==> config.mk <==
export PLATFORM = sky130hd
export DESIGN_NAME = if_stage_flat
export DESIGN_NICKNAME = d
export VERILOG_FILES = /design/src/rtl/if_stage_if.sv /design/src/rtl/if_stage.sv /design/src/flat_wrapper.sv
export SDC_FILE = /design/constraint.sdc
export NUM_CORES = 1
export LEC_CHECK = 0
export ABC_CLOCK_PERIOD_IN_PS = 3940
export CAP_MARGIN = 10
export CORE_MARGIN = 8
export CORE_UTILIZATION = 45
export DETAILED_ROUTE_END_ITERATION = 7
export PLACE_DENSITY = 0.71
export SLEW_MARGIN = 15
export SYNTH_ARGS = -nofsm -noshare
export SYNTH_HDL_FRONTEND = slang
export SYNTH_SLANG_ARGS = --single-unit
==> constraint.sdc <==
create_clock -name clk -period 3.94 [get_ports clk]
set_input_delay 0.788 -clock clk [delete_from_list [all_inputs] [get_ports clk]]
set_output_delay 0.788 -clock clk [all_outputs]
set_load 0.1 [all_outputs]
==> src/rtl/if_stage_if.sv <==
// Instruction-memory port between the fetch stage and instruction memory.
//   instr_read : read request this cycle (fetch -> memory)
//   instr_addr : word-aligned read address (fetch -> memory)
//   instr_out  : read data, valid the cycle after the request (memory -> fetch)
interface if_stage_if;
    localparam int unsigned XLEN = 32;

    logic            instr_read;
    logic [XLEN-1:0] instr_addr;
    logic [XLEN-1:0] instr_out;

    modport master (output instr_read, output instr_addr, input instr_out);
    modport slave  (input instr_read, input instr_addr, output instr_out);
endinterface

==> src/rtl/if_stage.sv <==
// Instruction-fetch stage: owns the fetch PC, issues instruction-memory reads
// and fills the IF/ID register. A one-entry hold buffer keeps the response of
// a read that was in flight when a stall began, so none is lost or repeated.
// Ports:
//   clk, rst            : clock, synchronous active-low reset
//   stall               : hold IF/ID, suspend fetching
//   redirect_valid/_pc  : restart fetch at redirect_pc (must be word aligned)
//   imem                : instruction-memory port (master side)
//   if_id_valid/pc/instr: IF/ID pipeline register towards decode
//   fetch_fault         : sticky, set by a misaligned redirect
module if_stage #(
    parameter logic [31:0] RESET_PC  = 32'h0000_0000,
    parameter logic [31:0] NOP_INSTR = 32'h0000_0013
) (
    input  logic              clk,
    input  logic              rst,
    input  logic              stall,
    input  logic              redirect_valid,
    input  logic [31:0]       redirect_pc,
    if_stage_if.master        imem,
    output logic              if_id_valid,
    output logic [31:0]       if_id_pc,
    output logic [31:0]       if_id_instr,
    output logic              fetch_fault
);
    localparam int unsigned XLEN = 32;

    typedef enum logic [1:0] {RUN, HOLD, FAULT} state_t;

    state_t          state, state_n;
    logic [XLEN-1:0] fetch_pc, fetch_pc_n;
    logic            inflight_valid, inflight_valid_n;
    logic [XLEN-1:0] inflight_pc, inflight_pc_n;
    logic            hold_valid, hold_valid_n;
    logic [XLEN-1:0] hold_pc, hold_pc_n;
    logic [XLEN-1:0] hold_instr, hold_instr_n;
    logic            if_id_valid_n;
    logic [XLEN-1:0] if_id_pc_n, if_id_instr_n;
    logic            fetch_fault_n;

    logic redirect_ok_c;
    logic misalign_c;

    // Request generation; a misaligned redirect suppresses the fetch outright.
    always_comb begin
        redirect_ok_c   = rst & redirect_valid & (redirect_pc[1:0] == 2'b00) & (state != FAULT);
        misalign_c      = rst & redirect_valid & (redirect_pc[1:0] != 2'b00) & (state != FAULT);
        imem.instr_read = redirect_ok_c
                        | (rst & !stall & !misalign_c & (state == RUN || state == HOLD));
        imem.instr_addr = redirect_ok_c ? redirect_pc : fetch_pc;
    end

    // Next-state and datapath update.
    always_comb begin
        state_n          = state;
        fetch_pc_n       = fetch_pc;
        inflight_valid_n = 1'b0;
        inflight_pc_n    = inflight_pc;
        hold_valid_n     = hold_valid;
        hold_pc_n        = hold_pc;
        hold_instr_n     = hold_instr;
        if_id_valid_n    = if_id_valid;
        if_id_pc_n       = if_id_pc;
        if_id_instr_n    = if_id_instr;
        fetch_fault_n    = fetch_fault;

        if (imem.instr_read) begin
            fetch_pc_n       = imem.instr_addr + XLEN'(4);
            inflight_valid_n = 1'b1;
            inflight_pc_n    = imem.instr_addr;
        end

        if (state == FAULT) begin
            if_id_valid_n = 1'b0;
        end else if (misalign_c) begin
            state_n       = FAULT;
            fetch_fault_n = 1'b1;
            if_id_valid_n = 1'b0;
            if_id_instr_n = NOP_INSTR;
            hold_valid_n  = 1'b0;
        end else if (redirect_ok_c) begin
            // Returning response belongs to the old path and is dropped.
            state_n       = RUN;
            if_id_valid_n = 1'b0;
            if_id_instr_n = NOP_INSTR;
            hold_valid_n  = 1'b0;
        end else if (state == RUN) begin
            if (stall) begin
                if (inflight_valid) begin
                    hold_valid_n = 1'b1;
                    hold_pc_n    = inflight_pc;
                    hold_instr_n = imem.instr_out;
                    state_n      = HOLD;
                end
            end else begin
                if_id_valid_n = inflight_valid;
                if_id_pc_n    = inflight_pc;
                if_id_instr_n = inflight_valid ? imem.instr_out : NOP_INSTR;
            end
        end else if (!stall) begin
            // HOLD released: the buffered entry fills IF/ID without a bubble.
            if_id_valid_n = hold_valid;
            if_id_pc_n    = hold_pc;
            if_id_instr_n = hold_valid ? hold_instr : NOP_INSTR;
            hold_valid_n  = 1'b0;
            state_n       = RUN;
        end
    end

    // State register with synchronous reset.
    always_ff @(posedge clk) begin
        if (!rst) begin
            state          <= RUN;
            fetch_pc       <= RESET_PC;
            inflight_valid <= 1'b0;
            inflight_pc    <= '0;
            hold_valid     <= 1'b0;
            hold_pc        <= '0;
            hold_instr     <= NOP_INSTR;
            if_id_valid    <= 1'b0;
            if_id_pc       <= '0;
            if_id_instr    <= NOP_INSTR;
            fetch_fault    <= 1'b0;
        end else begin
            state          <= state_n;
            fetch_pc       <= fetch_pc_n;
            inflight_valid <= inflight_valid_n;
            inflight_pc    <= inflight_pc_n;
            hold_valid     <= hold_valid_n;
            hold_pc        <= hold_pc_n;
            hold_instr     <= hold_instr_n;
            if_id_valid    <= if_id_valid_n;
            if_id_pc       <= if_id_pc_n;
            if_id_instr    <= if_id_instr_n;
            fetch_fault    <= fetch_fault_n;
        end
    end
endmodule

==> src/flat_wrapper.sv <==
// flat-port wrapper written by rule: the top's interface ports become plain ports
module if_stage_flat 
#(
    parameter logic [31:0] RESET_PC  = 32'h0000_0000,
    parameter logic [31:0] NOP_INSTR = 32'h0000_0013
)
  (clk, rst, stall, redirect_valid, redirect_pc, if_id_valid, if_id_pc, if_id_instr, fetch_fault, imem_instr_read, imem_instr_addr, imem_instr_out);
  if_stage_if imem_i ();
  input  logic clk;
  input  logic rst;
  input  logic stall;
  input  logic redirect_valid;
  input  logic [31:0] redirect_pc;
  output logic if_id_valid;
  output logic [31:0] if_id_pc;
  output logic [31:0] if_id_instr;
  output logic fetch_fault;
  output wire logic [$bits(imem_i.instr_read)-1:0] imem_instr_read;
  output wire logic [$bits(imem_i.instr_addr)-1:0] imem_instr_addr;
  input wire logic [$bits(imem_i.instr_out)-1:0] imem_instr_out;
  assign imem_instr_read = imem_i.instr_read;
  assign imem_instr_addr = imem_i.instr_addr;
  assign imem_i.instr_out = imem_instr_out;
  if_stage #(.RESET_PC(RESET_PC), .NOP_INSTR(NOP_INSTR)) u_core (.clk(clk), .rst(rst), .stall(stall), .redirect_valid(redirect_valid), .redirect_pc(redirect_pc), .imem(imem_i), .if_id_valid(if_id_valid), .if_id_pc(if_id_pc), .if_id_instr(if_id_instr), .fetch_fault(fetch_fault));
endmodule
## Yosys cells after proc, flatten, opt, wreduce, memory -nomap -nowiden

Index checks and enable logic that the tools add are counted.

| cells by class | value |
|---|---|
| add/subtract/negate cells | 1 |
| reductions and logical operators | 12 |
| magnitude comparators | 0 |
| eq/ne operators | 7 |
| bitwise gates (word level) | 14 |
| shift operators | 0 |
| div/mod/pow operators | 0 |
| multipliers | 0 |
| multiplexer cells | 27 |

Operators by type and width:

| operator | number |
|---|---|
| $mux W32 | 11 |
| $add A32 B3 Y32 const B | 1 |
| $mux W2 | 6 |
| $mux W1 | 10 |
| $and A1 B1 Y1 | 8 |
| $ne A4 B1 Y1 const B | 2 |
| $reduce_and A4 Y1 | 2 |
| $reduce_and A6 Y1 | 1 |
| $not A1 Y1 | 5 |
| $logic_not A2 Y1 | 2 |
| $ne A4 B2 Y1 const B | 1 |
| $reduce_and A2 Y1 | 2 |
| $reduce_or A4 Y1 | 1 |
| $ne A3 B1 Y1 const B | 1 |
| $eq A2 B1 Y1 const B | 1 |
| $eq A2 B2 Y1 const B | 1 |
| $logic_not A1 Y1 | 2 |
| $ne A2 B2 Y1 const B | 1 |
| $reduce_bool A2 Y1 | 1 |
| $logic_or A1 B1 Y1 | 1 |
| $or A1 B1 Y1 | 1 |

| storage, ports and cells | value |
|---|---|
| bits in latches | 0 |
| register bits | 198 |
| ROM bits | 0 |
| memories kept | 0 |
| input bits | 68 |
| logic and storage cells | 72 |
| bits in writable memories | 0 |
| output and inout bits | 99 |

## Longest topological paths before layout

Gate-level depths: netlist (run 1).

| depth | value |
|---|---|
| depth in word-level cells | 8 |
| gate-level depth with buffers | 15 |
| depth with buffers taken out | 11 |

## Least setup slack after synthesis (run 1)

No wires, ideal clock.

| timing path | value |
|---|---|
| path kind | in2out |
| start point | input port redirect_valid |
| end point | output port imem_instr_addr[11] |
| required time | 3152 ps |
| arrival | 3539 ps |
| buffers on the path | 3 |
| path slack | -387 ps |
| stages | 6 |
| cell sequence | buf_6 > nand4bb_2 > buf_6 > nor2_8 > buf_4 > o21ai_0 |

| between the ends | value |
|---|---|
| word-level cells in the longest chain between the ends | 4 |

Ends and longest elaborated chain:

| item | RTL line | text |
|---|---|---|
| start, declared | flat_wrapper.sv:12 | `input logic redirect_valid;` |
| $and A1 B1 Y1 (3 in series) | if_stage.sv:46 | `redirect_ok_c = rst & redirect_valid & (redirect_pc[1:0] == 2'b00) & (state != FAULT);` |
| $mux W32 | if_stage.sv:50 | `imem.instr_addr = redirect_ok_c ? redirect_pc : fetch_pc;` |
| end, declared | flat_wrapper.sv:19 | `output wire logic [$bits(imem_i.instr_addr)-1:0] imem_instr_addr;` |

No other way between the ends.

## Worst setup path in the final report (run 1)

| timing path | value |
|---|---|
| start point | input port redirect_pc[0] |
| end point | output port imem_instr_addr[9] |

| between the ends | value |
|---|---|
| word-level cells in the longest chain between the ends | 4 |

Ends and longest elaborated chain:

| item | RTL line | text |
|---|---|---|
| start, declared | flat_wrapper.sv:13 | `input logic [31:0] redirect_pc;` |
| $logic_not A2 Y1 | if_stage.sv:46 |  |
| $and A1 B1 Y1 (2 in series) | if_stage.sv:46 |  |
| $mux W32 | if_stage.sv:50 |  |

No other way between the ends.

==> results by stage, run 1 <==
Clock tree:
- The TritonCTS buffer count is 17.
- The number of hold buffers added after CTS was 0.
- The CTS clock-pin slew for the worst setup and hold paths is 0.07 ns.
- For the worst-skew pair, the clock arrives at the later sink with an insertion delay of 0.44 ns.
- CTS saw 195 sinks.
- The clock tree synthesis step divided the H-tree into 4 levels.
- The largest buffer count on any clock path is 2.
- TritonCTS built the clock tree.
- In this run the clock root is driven by a sky130_fd_sc_hd__clkbuf_16.
- The number of instances resized during post-cts repair is 0.
- The number of setup buffers added after CTS is 0.

Min path:
- The worst hold path begins at u_core.hold_pc[1]$_SDFFE_PN0P_.
- The hold-critical path endpoint is u_core.hold_pc[1]$_SDFFE_PN0P_.
- The worst hold path was traced through 2 stages.
- In this run the worst hold path is classified as reg -> reg.

Synth:
- The summed instance area of the synthesized netlist is 8780 um2.
- The share of async-settable or async-resettable flops after synthesis is 0.
- The number of enable-type register cells in the synthesized netlist is 0.
- The average cell area after synthesis is 7.99 um2.
- After synthesis, the share of cell area in mux cells is 0.0372.
- The total nets after synthesis is 1,168.
- Yosys mapped the design onto 60 distinct sky130hd cell types.
- The count of mapped cells out of synthesis is 1,099.
- The sequential fraction of the synthesis area is 0.445.
- The area share of and/or/nand/nor cells after synthesis is 0.246.
- The compound-gate portion of the synthesized area is 0.209.
- Of the post-synthesis cell area, the dominant cell type holds 0.445.
- The adder and majority cell fraction of the synthesized area is 0.00143.
- In the synthesized netlist, the cells that appear most often are sky130_fd_sc_hd__nand2_1 (230), sky130_fd_sc_hd__dfxtp_1 (195), sky130_fd_sc_hd__nor2_1 (106).
- After synthesis, the largest family of logic cells by area is simple AND/OR/NAND/NOR gates.
- Among all flip-flop cells after synthesis, the most frequent one is sky130_fd_sc_hd__dfxtp_1.
- The synthesized design spends more area on one cell type than any other, namely sky130_fd_sc_hd__dfxtp_1.
- The flip-flop and latch count after synthesis is 195.
- sky130_fd_sc_hd__nand2_1 is the most common cell in the netlist.
- During synthesis, Yosys emitted a total of 0 warnings.
- Yosys attributes the largest share of cell area to sky130_fd_sc_hd__dfxtp_1 (44%), sky130_fd_sc_hd__nand2_1 (9.8%), sky130_fd_sc_hd__a21oi_1 (4.7%), sky130_fd_sc_hd__nor2_1 (4.5%), sky130_fd_sc_hd__a311oi_1 (3.2%).
- The synthesized-area fraction occupied by xor and xnor cells is 0.00898.

Worst setup path:
- The reg-to-reg endpoint is u_core.fetch_pc[28]$_SDFFE_PN0P_.
- Along the worst path, the maximum fanout reaches 17.
- Counting cells, the worst reg-to-reg path comes to 12.
- Setup slack on the worst reg-to-reg path comes out at 1.15 ns.
- The startpoint of the worst-slack reg-to-reg timing path is u_core.state[1]$_SDFFE_PN0P_.
- The type of destination of the critical path is an output port.
- The startpoint type of the worst setup path is an input pin.
- The critical path in this run is classified as in -> out.
- The arrival time at the worst endpoint is 2.80 ns.
- Data on the critical path is required at its endpoint by 3.15 ns.

Placement:
- The half-perimeter wire length after detailed placement is 18,900 um.
- The congestion estimate from routability-driven global placement came to 0.915.
- The count of buffers added on input and output ports is 166.
- Once placement completed, the tool counted placed cells totaling 1,470.

Status:
- The flow ran to the end, and the final reports show no timing, DRC or antenna violations.

Global routing:
- In the global route stage, overall resource usage came out at 0.223.
- The first global-routing pass estimated 43,300 um of wire.
- The number of global-route vias before repair is 8,028.
- The number of antenna violations at the first check in global routing came to 0.
- Entering global routing, the biggest net connects 66 pins.
- The total overflow left after global routing is 0.

Power:
- After layout, the design draws a total of 4.98 mW.
- The leakage power total is 4.01 nW.
- In this run the power density over the cells is 429 nW/um2.
- VDD sags by at most 0.310 mV.

Cells and area:
- The synthesis-to-finish area growth is 32.3%.
- The net count of the finished layout is 1,293.
- The proportion of layout cells with a drive suffix above 1 is 0.110.
- The number of standard cells in the layout, taps in and fillers out is 1,502.
- The antenna diode count is 0.
- The filler cells instantiated in the layout total 1,692.

Timing:
- The number of max-slew violations in the final report is 0.
- Static timing analysis puts the maximum clock frequency at 279 MHz.
- Clock skew on the completed layout was measured at 0.0110 ns.
- The fraction of the cycle the final worst path needs is 0.909.
- For the pin with the worst max-slew slack, the measured transition is 1.15 ns.
- The hold violation count in the final report was 0.
- Setup repair after global routing left no endpoint under its margin.
- Setup violations remaining at the end of the flow were counted as 0.
- The post-route minimum period is 3.58 ns.
- The relative slew slack is 0.231.

Die:
- For this configuration, the core starts out at a cell density of 0.454.
- The y dimension of the die is 156 um.
- In this run the count of I/O pins placed on the die edge is 167.
- The area of the die is 24,200 um2.
- After floorplanning, the core was sized to cover 19,300 um2.
- The total number of placement rows is 51.
- The width of the die is 156 um.

Routing:
- In the routed design, unresolved DRC markers number 0.
- The remaining antenna violation count after routing is 0.
- The number of detailed-route iterations in the first pass is 5.
- After detailed routing, the average wire length per cell comes to 18.3 um.
- The average via count per standard cell is 5.67.
- The count of routing violations after the opening detailed-route iteration is 681.
- The detailed router placed 8,520 vias in this run.
- The sum of routed wire length over all layers is 27,500 um.

Run:
- The count of max-cap constraint violations is 0.
-- critical path, cell delays in order --
cell and delay [ns]:
sky130_fd_sc_hd__clkdlybuf4s50_1 0.43, sky130_fd_sc_hd__nand4bb_2 0.36, sky130_fd_sc_hd__nor2_8 0.25, sky130_fd_sc_hd__buf_4 0.29, sky130_fd_sc_hd__mux2_2 0.46, sky130_fd_sc_hd__buf_12 0.20
-- cells in the final DEF (no fill, tap or decap), types with 4 or more instances in the layout --
| master | synthesis | final |
|---|---|---|
| sky130_fd_sc_hd__clkbuf_16 | 0 | 17 |
| sky130_fd_sc_hd__xnor2_1 | 9 | 9 |
| sky130_fd_sc_hd__dfxtp_1 | 195 | 194 |
| sky130_fd_sc_hd__clkdlybuf4s50_1 | 0 | 133 |
| sky130_fd_sc_hd__and3_1 | 4 | 4 |
| sky130_fd_sc_hd__inv_1 | 17 | 16 |
| sky130_fd_sc_hd__nand2_1 | 230 | 230 |
| sky130_fd_sc_hd__o21ai_0 | 47 | 47 |
| sky130_fd_sc_hd__nor2_1 | 106 | 104 |
| sky130_fd_sc_hd__buf_12 | 0 | 36 |
| sky130_fd_sc_hd__or3_1 | 4 | 4 |
| sky130_fd_sc_hd__nand3_1 | 49 | 49 |
| sky130_fd_sc_hd__mux2i_1 | 18 | 18 |
| sky130_fd_sc_hd__nor4_1 | 9 | 9 |
| sky130_fd_sc_hd__mux2_2 | 13 | 13 |
| sky130_fd_sc_hd__nand2b_1 | 9 | 9 |
| sky130_fd_sc_hd__a31oi_1 | 7 | 7 |
| sky130_fd_sc_hd__o22ai_1 | 5 | 5 |
| sky130_fd_sc_hd__buf_4 | 2 | 29 |
| sky130_fd_sc_hd__nand4_1 | 17 | 17 |
| sky130_fd_sc_hd__a311oi_1 | 32 | 32 |
| sky130_fd_sc_hd__o21ai_1 | 5 | 5 |
| sky130_fd_sc_hd__a32o_1 | 7 | 7 |
| sky130_fd_sc_hd__o211a_1 | 5 | 5 |
| sky130_fd_sc_hd__o31ai_1 | 6 | 6 |
| sky130_fd_sc_hd__nor3_1 | 41 | 41 |
| sky130_fd_sc_hd__a211oi_2 | 4 | 4 |
| sky130_fd_sc_hd__a21oi_1 | 83 | 83 |
| sky130_fd_sc_hd__a221oi_1 | 29 | 29 |
| sky130_fd_sc_hd__a211oi_1 | 12 | 12 |
| sky130_fd_sc_hd__inv_8 | 0 | 4 |
-- flip-flops by register name, summed over array words and instances, names as in the netlist --
signal,count
u_core.hold_pc,32
u_core.inflight_pc,32
u_core.if_id_instr,32
u_core.fetch_fault,1
u_core.if_id_valid,1
u_core.inflight_valid,1
u_core.state,2
u_core.if_id_pc,32
u_core.fetch_pc,30
u_core.hold_instr,32
-- logic make-up after synthesis --
family          Yosys count
compound gates          266
xor+xnor                  9
fa+ha+maj                 1
buf+inv                 110
flops                   195
mux                      31
simple gates            487
-- worst max-delay path by stage --
stage,depth (start not counted),endpoint,slack (ns),start
after floorplan,6,imem_instr_addr[11],-0.39,redirect_valid
after global placement,12,u_core.fetch_pc[28]$_SDFFE_PN0P_,0.36,redirect_pc[0]
after detailed placement,12,u_core.fetch_pc[28]$_SDFFE_PN0P_,0.31,redirect_pc[0]
after CTS,6,imem_instr_addr[9],0.37,redirect_pc[0]
after global routing,7,imem_instr_addr[17],0.29,redirect_pc[0]
final,6,imem_instr_addr[9],0.36,redirect_pc[0]
-- through the flow --
stage          worst slack, ns  cell area [um2]  TNS [ns]  utilization  hold slack (ns)
2_1_floorplan           -0.387             8780     -1.56            -            0.433
3_3_place_gp             0.363            11000         0        0.569            0.439
4_1_cts                  0.374            11600         0        0.601            0.453
5_1_grt                  0.287            11600         0        0.601            0.467
3_5_place_dp             0.308            11000         0        0.569            0.443
6_report                 0.357            11600         0        0.601            0.452
-- power breakdown --
part,switching (mW),internal (mW)
Combinational,0.746,0.308
Sequential,0.0588,2.06
Clock,0.845,0.969
-- layer usage --
layer,up-vias,routed length (um),track usage
li1,4158,-,-
met1,4025,12100,0.287
met2,299,12700,0.351
met3,38,1950,0.0562
met4,0,736,0.0869
met5,-,0,0
-- layout make-up --
class,instances,area (um2),area share
clock inverter,15,193,0.0166
tap,265,332,0.0285
sequential,195,3910,0.336
clock buffer,17,425,0.0366
timing repair buffer,198,2270,0.195
multi-input combinational,794,4420,0.381
inverter,18,70.1,0.00603
Power figures use the tool's default switching activity.
==> inputs of run 2 (changes only) <==
Settings changed: ABC_CLOCK_PERIOD_IN_PS 3940 to 3700, CTS_BUF_LIST from default to sky130_fd_sc_hd__clkbuf_8.
Clock period 3.94 ns to 3.7 ns, I/O delays scaled along.
==> run 2 against run 1 <==
Compared with the run above: total power shrank 1.6%; combinational power up 7%; wire length is 2.3% lower; first-iteration DRC count fell by 16%; via count is 0.68% lower; sequential share of layout area up 0.39 points; utilization is 0.69 points lower; largest power group unchanged; global-route usage is 0.71 points lower; hold slack improved by 0.0046 ns; register-to-register slack worse by 0.05 ns; cell count is 0.27% higher; count of clock-buffer cells in the layout is the same.
==> results by stage, run 2 (same netlist as run 1, synthesis figures left out) <==
Status:
- The run finished with clean final reports.

Placement:
- The placed instance count is 1,474 (+0.27%).
- The global placer's final weighted congestion is 0.892 (-2.5%).
- The count of input and output buffers is 166 (unchanged).
- The half-perimeter wire length after detailed placement is 18,900 um (+0.11%).
- The post-detailed-placement cell area is 11,000 um2 (+0.32%).

Worst setup path:
- The largest stage delay on the critical path was 0.46 ns (about the same).
- The cell with the largest stage delay on the worst path is sky130_fd_sc_hd__mux2_2.
- The critical-path maximum fanout is 40 (+23).
- The setup slack on the worst flop-to-flop path is 1.10 ns (-0.05 ns).
- The worst reg-to-reg path cell count is 12 (unchanged).
- The number of buffer and inverter stages on the critical path came to 3 (unchanged).
- STA classifies the critical path endpoint as an output port.
- The critical path goes through clkdlybuf4s50_1 -> nand4bb_2 -> nor2_8 -> buf_12 -> mux2_2 -> buf_12.
- The startpoint-to-endpoint class of the critical path is in -> out.
- The startpoint type of the worst setup path is an input pin.
- The endpoint identified for the worst register-to-register timing path is u_core.fetch_pc[28]$_SDFFE_PN0P_.
- By instance count, the cell type seen most on the critical path is sky130_fd_sc_hd__buf_12.
- The critical path required time is 2.96 ns (-0.19 ns).
- In this run the critical register-to-register path is launched from u_core.state[0]$_SDFFE_PN0P_.
- The arrival time at the worst endpoint is 2.68 ns (-0.12 ns).
- The kind of cell with the highest combined delay along the critical path is buffers and inverters.

Global routing:
- The largest net degree at the start of global routing is 65 (-1.5%).
- The global router's overall resource usage is 0.216 (-0.00708).
- The number of global-route vias before repair is 7,820 (-2.6%).
- The total global routing overflow was 0 (unchanged).
- The first-pass GRT wire length came to 42,100 um (-2.9%).
- The number of antenna violations at the first check in global routing came to 0 (unchanged).

Die:
- The count of boundary I/O pins is 167 (unchanged).
- The area of the die is 24,200 um2 (unchanged).
- The total number of placement rows came to 51 (unchanged).
- The y dimension of the die is 156 um (unchanged).
- The initial standard-cell utilization of the core was 0.454 (unchanged).
- The width of the die was 156 um (unchanged).
- The placeable core region is 19,300 um2 (unchanged).

Routing:
- The number of detailed-route iterations in the first pass is 6 (+1).
- The total vias in the final route is 8,462 (-0.68%).
- The post-detailed-route DRC marker count is 0 (unchanged).
- The count of routing violations after the opening detailed-route iteration is 574 (-16%).
- The average via count per standard cell came to 5.62 (-0.94%).
- The wire length per cell was 17.9 um (-2.5%).
- The remaining antenna violation count after routing is 0 (unchanged).
- The sum of routed wire length over all layers is 26,900 um (-2.3%).

Timing:
- The relative slew slack is 0.253 (+0.0224).
- The number of max-slew violations in the final report is 0 (unchanged).
- The hold violation count in the final report is 0 (unchanged).
- The setup TNS after final layout is 0 ns (unchanged).
- The post-route minimum period is 3.42 ns.
- The worst slack on hold paths is 0.457 ns (+0.00457 ns).
- The fmax is 292 MHz.
- The actual slew at the worst max-slew pin is 1.12 ns (-0.0336 ns).
- The number of setup violations in the final report came to 0 (unchanged).
- Setup repair after global routing left no endpoint under its margin.
- In the finished design, the share of the clock period the worst path needs comes to 0.924.
- The final clock skew is 0.0169 ns (+0.00593 ns).

Clock tree:
- The clock latency at the later pin of the worst-skew pair is 0.47 ns (+0.03 ns).
- The quantity of hold-fixing buffers added after cts is 0 (unchanged).
- The number of setup buffers added after CTS is 0 (unchanged).
- The number of instances resized during post-cts repair is 0 (unchanged).
- The CTS clock-pin slew for the worst setup and hold paths was 0.09 ns (+0.02 ns).
- The tree is rooted in a sky130_fd_sc_hd__clkbuf_8.
- The largest buffer count on any clock path is 2 (unchanged).
- TritonCTS built the clock tree.
- The TritonCTS buffer count is 17 (unchanged).
- The clock sink count is 195 (unchanged).
- The number of H-tree branching levels is 4 (unchanged).

Power:
- The power per standard cell area came to 427 nW/um2 (-0.50%).
- The worst vdd rail ir drop was 0.249 mV (-20%).
- The leakage power total came to 3.95 nW (-1.4%).

Cells and area:
- Compared with the post-synthesis result, the final layout area differs by 30.8%.
- The antenna diode count is 0 (unchanged).
- The proportion of layout cells with a drive suffix above 1 is 0.114 (+0.00448).
- The count of nets after finishing is 1,297 (+0.31%).
- The most common library cell in the layout ignoring fill and taps is sky130_fd_sc_hd__nand2_1.
- The number of standard cells in the layout, taps in and fillers out was 1,506 (+0.27%).
- The post-route standard cell area excluding fillers is 11,500 um2 (-1.2%).
- The final-layout fill cell count was 1,726 (+2.0%).
- The library cells used most frequently in the layout, excluding fill and tap cells, are sky130_fd_sc_hd__nand2_1 (228), sky130_fd_sc_hd__dfxtp_1 (194), sky130_fd_sc_hd__clkdlybuf4s50_1 (133), sky130_fd_sc_hd__nor2_1 (104), sky130_fd_sc_hd__a21oi_1 (83).

Min path:
- The worst hold path begins at u_core.hold_pc[9]$_SDFFE_PN0P_.
- The min-delay analysis places its worst path in the category reg -> reg.
- The number of instances on the worst hold path was 2 (unchanged).
- The worst hold path terminates at u_core.hold_pc[9]$_SDFFE_PN0P_.

Run:
- The count of max-cap constraint violations is 0 (unchanged).
==> run 2: power breakdown <==
part	internal (mW)	switching [mW]
sequential	2.19	0.0612
clock	0.704	0.825
combinational	0.330	0.791
total	3.22	1.68
==> run 2: final cells by class <==
class                      count  area, um2  share of cell area
multi-input combinational    794       4430               0.386
clock inverter                15        215              0.0187
timing repair buffer         202       2300               0.200
sequential                   195       3910               0.340
clock buffer                  17        234              0.0204
inverter                      18       70.1             0.00610
tap                          265        332              0.0289
==> run 2: how the worst max path moves through the flow <==
| stage | start | endpoint | slack, ns | depth (start not counted) |
|---|---|---|---|---|
| after floorplan | redirect_valid | imem_instr_addr[11] | -0.53 | 6 |
| after global placement | redirect_pc[0] | u_core.fetch_pc[28]$_SDFFE_PN0P_ | 0.27 | 12 |
| after detailed placement | redirect_pc[0] | u_core.fetch_pc[28]$_SDFFE_PN0P_ | 0.16 | 12 |
| after CTS | redirect_pc[0] | imem_instr_addr[4] | 0.28 | 7 |
| after global routing | redirect_pc[0] | imem_instr_addr[4] | 0.21 | 7 |
| final | redirect_pc[0] | imem_instr_addr[9] | 0.28 | 6 |
==> run 2: worst reg2reg max path: stages, from the launching register on <==
cell and delay (ns):
sky130_fd_sc_hd__dfxtp_2 0.34, sky130_fd_sc_hd__nand2b_1 0.13, sky130_fd_sc_hd__buf_4 0.20, sky130_fd_sc_hd__nand2_1 0.14, sky130_fd_sc_hd__nand2_1 0.10, sky130_fd_sc_hd__nand2_2 0.12, sky130_fd_sc_hd__ha_1 0.25, sky130_fd_sc_hd__nand3_1 0.17
sky130_fd_sc_hd__a211oi_1 0.32, sky130_fd_sc_hd__a32oi_1 0.16, sky130_fd_sc_hd__a211oi_2 0.27, sky130_fd_sc_hd__mux2i_1 0.11, sky130_fd_sc_hd__a31o_2 0.21
==> run 2: stage by stage <==
step | worst slack (ns) | power, mW | util
finish | 0.281 | 4.90 | 0.594
global route | 0.205 | 5.08 | 0.594
CTS | 0.280 | 4.93 | 0.594
detailed placement | 0.160 | 3.42 | 0.571
global placement | 0.266 | 3.41 | 0.571
floorplan | -0.531 | 3.04 | -
==> run 2: metal layers <==
| layer | global-route usage | share of wire | up-vias | routed length (um) |
|---|---|---|---|---|
| met5 | 0 | 0 | - | 0 |
| met4 | 0.0689 | 0.021 | 0 | 575 |
| met3 | 0.0482 | 0.070 | 31 | 1880 |
| met2 | 0.360 | 0.48 | 310 | 12800 |
| met1 | 0.271 | 0.43 | 3960 | 11600 |
| li1 | - | - | 4161 | - |
==> inputs of run 3 (changes only) <==
Settings changed: CORE_ASPECT_RATIO from default to 1.1, CORE_UTILIZATION 45 to 40, PLACE_DENSITY 0.71 to default.
==> run 3 against run 2 <==
Compared with the run above: utilization fell by 6.6 points; wire length rose by 7.0%; global-route usage fell by 0.29 points; design area rose by 0.35%; cell count rose by 2.3%; clock skew rose by 0.0073 ns; die area rose by 11%; sequential cell count did not move; combinational power barely moved; fmax rose by 2.5%; clock power fell by 6%.
==> results by stage, run 3 (same netlist as run 1, synthesis figures left out) <==
Status:
- The flow ran to the end, and the final reports show no timing, DRC or antenna violations.

Timing:
- The worst slack on hold paths is 0.454 ns (-0.00256 ns).
- The worst setup margin was 0.364 ns (+0.0832 ns).
- The fraction of the cycle the final worst path needs is 0.902 (-0.0225).
- The number of setup violations in the final report is 0 (unchanged).
- The fmax was 300 MHz (+2.5%).
- Setup repair after global routing left no endpoint under its margin.
- The hold violation count in the final report is 0 (unchanged).
- The number of max-slew violations in the final report came to 0 (unchanged).
- The post-route minimum period was 3.34 ns (-0.0832 ns).
- The final clock skew was 0.0242 ns (+0.00730 ns).
- The relative slew slack was 0.210 (-0.0426).
- The actual slew at the worst max-slew pin is 1.18 ns (+0.0639 ns).

Global routing:
- The global router's overall resource usage was 0.213 (-0.00295).
- The total global routing overflow was 0 (unchanged).
- The first-pass GRT wire length is 45,400 um (+7.9%).
- The number of antenna violations at the first check in global routing is 0 (unchanged).
- The largest net degree at the start of global routing is 66 (+1.5%).
- The number of global-route vias before repair was 8,228 (+5.2%).

Worst setup path:
- The worst register-to-register path ends at u_core.fetch_pc[28]$_SDFFE_PN0P_.
- The arrival time at the worst endpoint was 2.60 ns (-0.08 ns).
- The largest stage delay on the critical path came to 0.43 ns (-0.03 ns).
- The critical-path maximum fanout came to 42 (+5.0%).
- STA classifies the critical path startpoint as an input pin.
- The startpoint-to-endpoint class of the critical path is in -> out.
- The critical path required time is 2.96 ns (about the same).
- The worst reg-to-reg path cell count is 12 (unchanged).
- The type of destination of the critical path is an output port.
- The setup slack on the worst flop-to-flop path is 1.16 ns (+0.06 ns).
- The cell with the largest stage delay on the worst path is sky130_fd_sc_hd__clkdlybuf4s50_1.
- Traced cell by cell, the critical path runs through clkdlybuf4s50_1 -> nand4bb_2 -> nor2_8 -> buf_12 -> mux2_2 -> buf_12.
- The startpoint identified for the worst register-to-register timing path is u_core.state[0]$_SDFFE_PN0P_.
- The cell that appears most often on the critical path is sky130_fd_sc_hd__buf_12.

Power:
- The power per standard cell area was 419 nW/um2 (-1.9%).
- The leakage power total is 3.96 nW (+0.22%).
- The switching power total is 1.66 mW (-0.90%).
- The internal power is 3.16 mW (-1.9%).
- The combinational cell fraction of total power is 0.234 (+0.005).
- The part of the power in the clock network came to 0.299 (-0.013).
- The switching part of the total power is 0.345 (+0.00232).
- The worst vdd rail ir drop is 0.236 mV (-5.2%).
- The power share of the sequential group is 0.467 (+0.008).

Die:
- The total number of placement rows is 57 (+12%).
- The count of boundary I/O pins is 167 (unchanged).
- The y dimension of the die is 171 um (+10%).
- The width of the die is 157 um (+1.0%).
- The placeable core region is 21,800 um2 (+13%).
- The area of the die is 26,900 um2 (+11%).
- The initial standard-cell utilization of the core is 0.402 (-0.0518).

Placement:
- The half-perimeter wire length after detailed placement is 20,100 um (+6.2%).
- The placed instance count is 1,508 (+2.3%).
- The count of input and output buffers came to 166 (unchanged).
- The pre-CTS setup slack was 0.259 ns (+0.0988 ns).
- The global placer's final weighted congestion was 0.926 (+3.8%).

Cells and area:
- The count of nets after finishing came to 1,301 (+0.31%).
- In the layout the commonest cells are sky130_fd_sc_hd__nand2_1 (228), sky130_fd_sc_hd__dfxtp_1 (194), sky130_fd_sc_hd__clkdlybuf4s50_1 (132), sky130_fd_sc_hd__nor2_1 (104), sky130_fd_sc_hd__a21oi_1 (83).
- The proportion of layout cells with a drive suffix above 1 came to 0.118 (+0.00365).
- The number of standard cells in the layout, taps in and fillers out was 1,540 (+2.3%).
- The most common library cell in the layout ignoring fill and taps is sky130_fd_sc_hd__nand2_1.
- The area growth from synthesis to layout is 31.3%.
- The antenna diode count is 0 (unchanged).

Clock tree:
- The TritonCTS buffer count came to 17 (unchanged).
- The clock root buffer is sky130_fd_sc_hd__clkbuf_8.
- The largest buffer count on any clock path came to 2 (unchanged).
- The clock sink count was 195 (unchanged).
- The number of H-tree branching levels came to 4 (unchanged).
- The clock latency at the later pin of the worst-skew pair came to 0.47 ns (about the same).
- The quantity of hold-fixing buffers added after cts is 0 (unchanged).
- The number of setup buffers added after CTS is 0 (unchanged).
- The number of instances resized during post-cts repair was 0 (unchanged).
- TritonCTS built the clock tree.
- The CTS clock-pin slew for the worst setup and hold paths is 0.10 ns (about the same).

Routing:
- The post-detailed-route DRC marker count is 0 (unchanged).
- The average via count per standard cell is 5.55 (-1.3%).
- The remaining antenna violation count after routing is 0 (unchanged).
- The wire length per cell is 18.7 um (+4.7%).
- The total vias in the final route is 8,542 (+0.95%).
- The number of detailed-route iterations in the first pass is 5 (-1).
- The count of routing violations after the opening detailed-route iteration is 686 (+20%).
- The sum of routed wire length over all layers is 28,800 um (+7.0%).

Min path:
- The hold-critical path endpoint is u_core.hold_pc[7]$_SDFFE_PN0P_.
- The worst min-delay path category is reg -> reg.
- The worst hold path startpoint is u_core.hold_pc[7]$_SDFFE_PN0P_.
- The number of instances on the worst hold path was 2 (unchanged).

Run:
- The count of max-cap constraint violations is 0 (unchanged).
## run 3: changes by cell type in the layout (fill, tap and decap cells not counted), sizes merged
cell / change
buf: +5
inv: -1
clkbuf: +1
clkdlybuf4s50: -1
bufinv: -1
clkinv: +1
## run 3: worst max-delay path by stage
stage	start	endpoint	slack, ns	depth (start not counted)
floorplan	redirect_valid	imem_instr_addr[11]	-0.53	6
global placement	redirect_pc[0]	u_core.fetch_pc[28]$_SDFFE_PN0P_	0.30	12
detailed placement	redirect_pc[0]	u_core.fetch_pc[28]$_SDFFE_PN0P_	0.26	12
CTS	redirect_pc[0]	imem_instr_addr[20]	0.36	6
global route	redirect_pc[0]	imem_instr_addr[31]	0.27	7
finish	redirect_pc[0]	imem_instr_addr[20]	0.36	6
## run 3: power by group through the flow
stage	Clock [mW]	Combinational, mW	Sequential [mW]
after floorplan	0	0.430	2.61
after global placement	0	1.13	2.30
after detailed placement	0	1.13	2.30
after CTS	1.47	1.14	2.25
after global routing	1.56	1.19	2.27
final	1.44	1.13	2.25
## run 3: through the flow
step	util	area [um2]	power, mW	setup TNS (ns)
2_1_floorplan	-	8780	3.04	-2.61
3_3_place_gp	0.509	11100	3.43	0
3_5_place_dp	0.509	11100	3.44	0
4_1_cts	0.528	11500	4.86	0
5_1_grt	0.528	11500	5.02	0
6_report	0.528	11500	4.82	0
## run 3: worst max-delay path: cells and delay by family
family                 cells  cell delay (ns)
buffers and inverters      3             0.86
and+or+nand+nor            2             0.54
muxes                      1             0.43
## run 3: metal layers
metal  part of all wire  GRT usage  up-vias
met5                  0          0        -
li1                   -          -     4175
met1               0.44      0.267     4017
met2               0.46      0.345      302
met3              0.071     0.0500       48
met4              0.033     0.0874        0
## run 3: cell type report
| class | instances | area (um2) |
|---|---|---|
| fillers | 2140 | 10300 |
| flip-flops and latches | 195 | 3910 |
| inverters | 18 | 70.1 |
| well taps | 295 | 369 |
| repair buffers | 206 | 2340 |
| clock inverters | 14 | 166 |
| clock buffers | 18 | 248 |
| multi-input cells | 794 | 4430 |
